File: config.mk
export PLATFORM = sky130hd
export DESIGN_NAME = controle_bloqueio
export DESIGN_NICKNAME = d
export VERILOG_FILES = /design/src/rtl/bloqueio_pkg.sv /design/src/rtl/detector_borda.sv /design/src/rtl/controle_bloqueio.sv
export SDC_FILE = /design/constraint.sdc
export NUM_CORES = 1
export LEC_CHECK = 0
export BUFFER_PORTS_ARGS = -buffer_cell sky130_fd_sc_hd__buf_4
export CAP_MARGIN = 20
export CORE_MARGIN = 4
export CORE_UTILIZATION = 54
export DETAILED_ROUTE_END_ITERATION = 6
export GPL_ROUTABILITY_DRIVEN = 0
export MAX_ROUTING_LAYER = met4
export PLACE_DENSITY = 0.88
export SLEW_MARGIN = 40
export SYNTH_ARGS = -nofsm -noshare
export SYNTH_HDL_FRONTEND = slang
export SYNTH_SLANG_ARGS = --single-unit
File: constraint.sdc
create_clock -name clk_div -period 3.9 [get_ports clk_div]
set_input_delay 0.39 -clock clk_div [delete_from_list [all_inputs] [get_ports clk_div]]
set_output_delay 0.39 -clock clk_div [all_outputs]
set_load 0.005 [all_outputs]
File: src/rtl/bloqueio_pkg.sv
// -----------------------------------------------------------------------------
// bloqueio_pkg
// Shared definitions for the lockout controller of the lock datapath:
//   - estado_t: lockout state machine encoding (LIVRE / BLOQUEIO)
//   - default attempt limit and lockout duration
//   - widths of the attempt counter and the remaining-time counter
// -----------------------------------------------------------------------------
package bloqueio_pkg;

    typedef enum logic {
        LIVRE    = 1'b0,
        BLOQUEIO = 1'b1
    } estado_t;

    localparam int MAX_TENTATIVAS_PADRAO = 3;
    localparam int TEMPO_BLOQUEIO_PADRAO = 1000;

    localparam int LARGURA_TENTATIVAS = 3;
    localparam int LARGURA_TEMPO      = 16;

endpackage

File: src/rtl/detector_borda.sv
// -----------------------------------------------------------------------------
// detector_borda
// Rising-edge detector: compares the input against a registered copy of itself
// taken one clock earlier.
// Ports:
//   clk_div : clock, rising edge
//   rst_n   : synchronous active-low reset (clears the delayed copy)
//   sinal   : level to watch
//   borda   : high during the cycle in which sinal is 1 and was 0 one cycle ago
// -----------------------------------------------------------------------------
module detector_borda (
    input  logic clk_div,
    input  logic rst_n,
    input  logic sinal,
    output logic borda
);

    logic sinal_q;
    logic sinal_d;

    always_comb begin
        sinal_d = sinal;
    end

    always_ff @(posedge clk_div) begin
        if (!rst_n) begin
            sinal_q <= 1'b0;
        end else begin
            sinal_q <= sinal_d;
        end
    end

    assign borda = sinal & ~sinal_q;

endmodule

File: src/rtl/controle_bloqueio.sv
// -----------------------------------------------------------------------------
// controle_bloqueio
// Sits between the enter synchronizer and the Moore lock FSM. Counts
// consecutive ERROR rising edges; after MAX_TENTATIVAS of them it locks out the
// enter request for TEMPO_BLOQUEIO cycles. An OPEN rising edge clears the count.
// Ports:
//   clk_div        : single clock, rising edge
//   rst_n          : synchronous active-low reset
//   sinc_enter     : synchronized enter request
//   ERROR          : error level from the lock FSM
//   OPEN           : open/success level from the lock FSM
//   enter_liberado : enter forwarded to the lock FSM (registered, gated by lockout)
//   BLOQUEADO      : high while lockout is active
//   tentativas     : current consecutive-error count
//   tempo_restante : remaining lockout cycles, 0 outside lockout
// -----------------------------------------------------------------------------
module controle_bloqueio
    import bloqueio_pkg::*;
#(
    parameter int MAX_TENTATIVAS = MAX_TENTATIVAS_PADRAO,
    parameter int TEMPO_BLOQUEIO = TEMPO_BLOQUEIO_PADRAO
) (
    input  logic                          clk_div,
    input  logic                          rst_n,
    input  logic                          sinc_enter,
    input  logic                          ERROR,
    input  logic                          OPEN,
    output logic                          enter_liberado,
    output logic                          BLOQUEADO,
    output logic [LARGURA_TENTATIVAS-1:0] tentativas,
    output logic [LARGURA_TEMPO-1:0]      tempo_restante
);

    localparam logic [LARGURA_TENTATIVAS-1:0] TENT_MAX     = LARGURA_TENTATIVAS'(MAX_TENTATIVAS);
    localparam logic [LARGURA_TENTATIVAS-1:0] TENT_LIMIAR  = LARGURA_TENTATIVAS'(MAX_TENTATIVAS - 1);
    localparam logic [LARGURA_TEMPO-1:0]      TEMPO_CARGA  = LARGURA_TEMPO'(TEMPO_BLOQUEIO);

    estado_t                        estado_q, estado_d;
    logic [LARGURA_TENTATIVAS-1:0]  tent_q, tent_d;
    logic [LARGURA_TEMPO-1:0]       tempo_q, tempo_d;
    logic                           enter_q, enter_d;

    logic borda_error;
    logic borda_open;
    logic inicia_bloqueio;
    logic fim_bloqueio;

    // The edge detectors keep tracking during lockout, so a level that is
    // already high when lockout ends is not seen as a new edge.
    detector_borda u_borda_error (
        .clk_div (clk_div),
        .rst_n   (rst_n),
        .sinal   (ERROR),
        .borda   (borda_error)
    );

    detector_borda u_borda_open (
        .clk_div (clk_div),
        .rst_n   (rst_n),
        .sinal   (OPEN),
        .borda   (borda_open)
    );

    // OPEN has priority over ERROR when both rise together.
    assign inicia_bloqueio = (estado_q == LIVRE) && borda_error && !borda_open
                             && (tent_q == TENT_LIMIAR);

    // "<= 1" rather than "== 1" so a zero count can never hold the lock forever.
    assign fim_bloqueio = (estado_q == BLOQUEIO) && (tempo_q <= LARGURA_TEMPO'(1));

    // State register
    always_ff @(posedge clk_div) begin
        if (!rst_n) begin
            estado_q <= LIVRE;
        end else begin
            estado_q <= estado_d;
        end
    end

    // Next-state logic
    always_comb begin
        estado_d = estado_q;
        case (estado_q)
            LIVRE:    if (inicia_bloqueio) estado_d = BLOQUEIO;
            BLOQUEIO: if (fim_bloqueio)    estado_d = LIVRE;
            default:  estado_d = LIVRE;
        endcase
    end

    // Datapath next values
    always_comb begin
        tent_d  = tent_q;
        tempo_d = tempo_q;
        enter_d = 1'b0;
        case (estado_q)
            LIVRE: begin
                tempo_d = '0;
                if (borda_open) begin
                    tent_d = '0;
                end else if (inicia_bloqueio) begin
                    tent_d  = TENT_MAX;
                    tempo_d = TEMPO_CARGA;
                end else if (borda_error && (tent_q < TENT_LIMIAR)) begin
                    tent_d = tent_q + LARGURA_TENTATIVAS'(1);
                end
                // Enter is suppressed already in the first lockout cycle.
                enter_d = inicia_bloqueio ? 1'b0 : sinc_enter;
            end
            BLOQUEIO: begin
                if (fim_bloqueio) begin
                    tempo_d = '0;
                    tent_d  = '0;
                end else begin
                    tempo_d = tempo_q - LARGURA_TEMPO'(1);
                end
            end
            default: begin
                tent_d  = '0;
                tempo_d = '0;
            end
        endcase
    end

    always_ff @(posedge clk_div) begin
        if (!rst_n) begin
            tent_q  <= '0;
            tempo_q <= '0;
            enter_q <= 1'b0;
        end else begin
            tent_q  <= tent_d;
            tempo_q <= tempo_d;
            enter_q <= enter_d;
        end
    end

    // Output logic
    always_comb begin
        BLOQUEADO      = (estado_q == BLOQUEIO);
        enter_liberado = enter_q;
        tentativas     = tent_q;
        tempo_restante = tempo_q;
    end

endmodule

==> impl_results.md <==
* Main combinational cell family by area after synthesis: simple AND/OR/NAND/NOR gates
* FILL cells at 169
* Post-synthesis sequential area ratio at 41.63%
* Post-synth top area share at 41.63%
* Multi-input logic area at 611.8 um2
* Arrival time at the worst endpoint at 2150 ps
* CTS tree: yes
* Status: finished clean
* Endpoints failing setup at 0
* Drt first pass iters at 4
* IO Count at 26
* Mapped Nets at 129
* Vias in the first global route at 931
* Pwr dens at 290.8 nW/um2
* Relative slew slack at 58.26%
* Register area at 460.4 um2
* Crit Path Class: flip-flop to flip-flop
* Final nets at 157
* Slew at the pin with the worst max-slew slack at 624.2 ps
* PortBufs at 25
* Post-DR vias/cell at 5.822
* Mapped Area at 1106 um2
* Cells after Synth at 120
* Share of cells above drive strength 1 at 23.13%
* Core Rows at 16
* Setup crit end kind: flip-flop
* RR Endpoint: tempo_restante[9]
* Largest net degree at the start of global routing at 17
* TNS Setup at 0 ps
* Clock Sinks at 23
* HP Class: input pin to flip-flop
* Post-cts hold buffer count at 0
* Initial antenna violation count at 0
* Ys async rst share at 0%
* Post-Synth Simple-Gate Area at 27.38%
* Min-delay src: OPEN
* Vias at 1013
* Post-CTS Resized at 0
* Mean Syn Cell Area at 9.217 um2
* Fin. Hold Viols at 0
* Dpl hpwl at 1781 um
* Routed length per instance at 13.51 um
* CTS HTree Levels at 1
* Total track usage at 19.01%
* Initial Utilization at 56.38%
* R2r setup slk at 1940 ps
* Detailed-route DRC error count at 0
* Yosys top cell by area: dfxtp_1
* Peak VDD IR at 0.0001751 V
* Cell variety after synth at 35
* WHS at 287.4 ps
* Die Wd at 53.26 um
* Critical Path Start Type: flip-flop
* GR Overflow Total at 0
* Yosys warning count at 0
* Cts bufs inserted at 3
* Reg2reg start: tempo_restante[5]
* Lkg Pwr at 0.6959 nW
* Max Cap Violations at 0
* First-pass GRT wire length at 3905 um
* #FFs+latches synth at 23
* Synth Area in Adders at 4.525%
* Compound-Gate Fraction of Synth Area at 15.27%
* Routed Antenna Nets at 0
* Top post-synthesis cells by area: dfxtp_1 42%, ha_1 4.5%, o21ai_0 4.5%
* Area grow syn2layout at 21.04%
* RSZ-0062 raised after global routing: no
* Period utilization at 50.13%
* EDFF count, synth at 0
* Fmax at 511.5 MHz
* Worst hold endpoint: u_borda_open.sinal_q
* Worst r2r path cells at 4
* Clk root buf: clkbuf_4
* Synth Flop Type: dfxtp_1
* Slew Viols, Final at 0
* Critical path peak fanout at 16
* Worst-Skew Late Latency at 320 ps
* Initial DRC count at 14
* Clock Skews at 5.444 ps
* Routed WL at 2350 um
* WHS Path Cells at 2
* Setup repair bufs after CTS at 0
* Core Footprint at 1962 um2
* DIE HEIGHT at 53.26 um
* Post-synthesis mux area share at 1.810%
* Reg clk slew, reported paths at 130 ps
* Die Area at 2836 um2
* # diodes at 0
* Max clock buf depth at 2
* Period minus WS final at 1955 ps
* Worst EP required at 4090 ps
* XOR/XNOR share of the synthesized area at 6.335%
area by class of cell:
class | instances | share of cell area [%]
inverter | 5 | 1.402
timing repair buffer | 25 | 14.02
tap | 27 | 2.523
clock buffer | 4 | 1.963
sequential | 23 | 34.39
multi-input combinational | 90 | 45.70
power breakdown:
part / internal [W] / switching [W]
sequential: 0.000239 / 0.00000420
combinational: 0.0000174 / 0.0000164
clock: 0.0000400 / 0.0000721
metal layers:
layer / up-vias / track usage, % / share of wire, %
li1: 493 / - / -
met1: 483 / 22.51 / 43
met2: 30 / 30.41 / 48
met3: 7 / 3.380 / 6.1
met4: 0 / 10.21 / 2.8
met5: - / - / 0
critical path, cell delays in order, from the launching register on:
cell	delay [ps]
dfxtp_1	400
nor4_4	460
nand3_1	200
o211ai_2	580
o21ai_0	190
per-stage QoR:
step                      setup WS (ps)  total power [W]  area [um2]  utilization [%]  cells
after floorplan                    2339        0.0002695        1106                -    120
after global placement             2049        0.0002807        1313            66.90    170
after detailed placement           1950        0.0002822        1313            66.90    170
after CTS                          1946        0.0003903        1339            68.24    174
after global routing               1804        0.0004034        1339            68.24    174
final                              1945        0.0003893        1339            68.24    174
state kept, by name, indices dropped and copies added (netlist names):
name / cells
tentativas: 3
enter_liberado: 1
BLOQUEADO: 1
tempo_restante: 16
u_borda_error.sinal_q: 1
u_borda_open.sinal_q: 1
cells in the final DEF, fill, tap and decap left out, types with 2 or more instances in the layout:
| master | count |
|---|---|
| mux2i_1 | 2 |
| a31oi_1 | 2 |
| o211ai_1 | 2 |
| nor4_1 | 2 |
| buf_4 | 25 |
| nor2_1 | 12 |
| nand3_1 | 4 |
| clkbuf_4 | 3 |
| inv_1 | 5 |
| nor4b_1 | 2 |
| dfxtp_1 | 23 |
| or4_1 | 6 |
| nand2_1 | 8 |
| o31ai_1 | 3 |
| xor2_1 | 5 |
| o21ai_0 | 10 |
| and2_1 | 2 |
| or3_1 | 2 |
| ha_1 | 4 |
| xnor2_1 | 3 |
| a21oi_1 | 7 |
cells in the mapped netlist (2+ instances only):
library cell	n
dfxtp_1	23
nor2_1	12
o21ai_0	10
nand2_1	8
a21oi_1	7
or4_1	6
inv_1	5
xor2_1	5
ha_1	4
nand3_1	4
o31ai_1	3
xnor2_1	3
a31oi_1	2
and2_1	2
mux2i_1	2
nor4_1	2
nor4b_1	2
o211ai_1	2
or3_1	2
how the worst max path moves through the flow:
stage,startpoint,endpoint,slack (ps),cells past startpoint
after floorplan,tempo_restante[6],tempo_restante[10],2340,5
after global placement,tempo_restante[6],tempo_restante[5],2050,4
after detailed placement,tempo_restante[6],tempo_restante[9],1950,4
after CTS,tempo_restante[6],tempo_restante[9],1950,4
after global routing,tempo_restante[0],tempo_restante[6],1800,5
final,tempo_restante[5],tempo_restante[9],1940,4
kinds of logic after synthesis:
group	Yosys count
and+or+nand+nor	48
AOI/OAI and AO/OA	28
DFF	23
xor gates and xnor gates	8
buffers and inverters	7
adders and majority gates	4
muxes	2
Power figures use the tool's default switching activity.
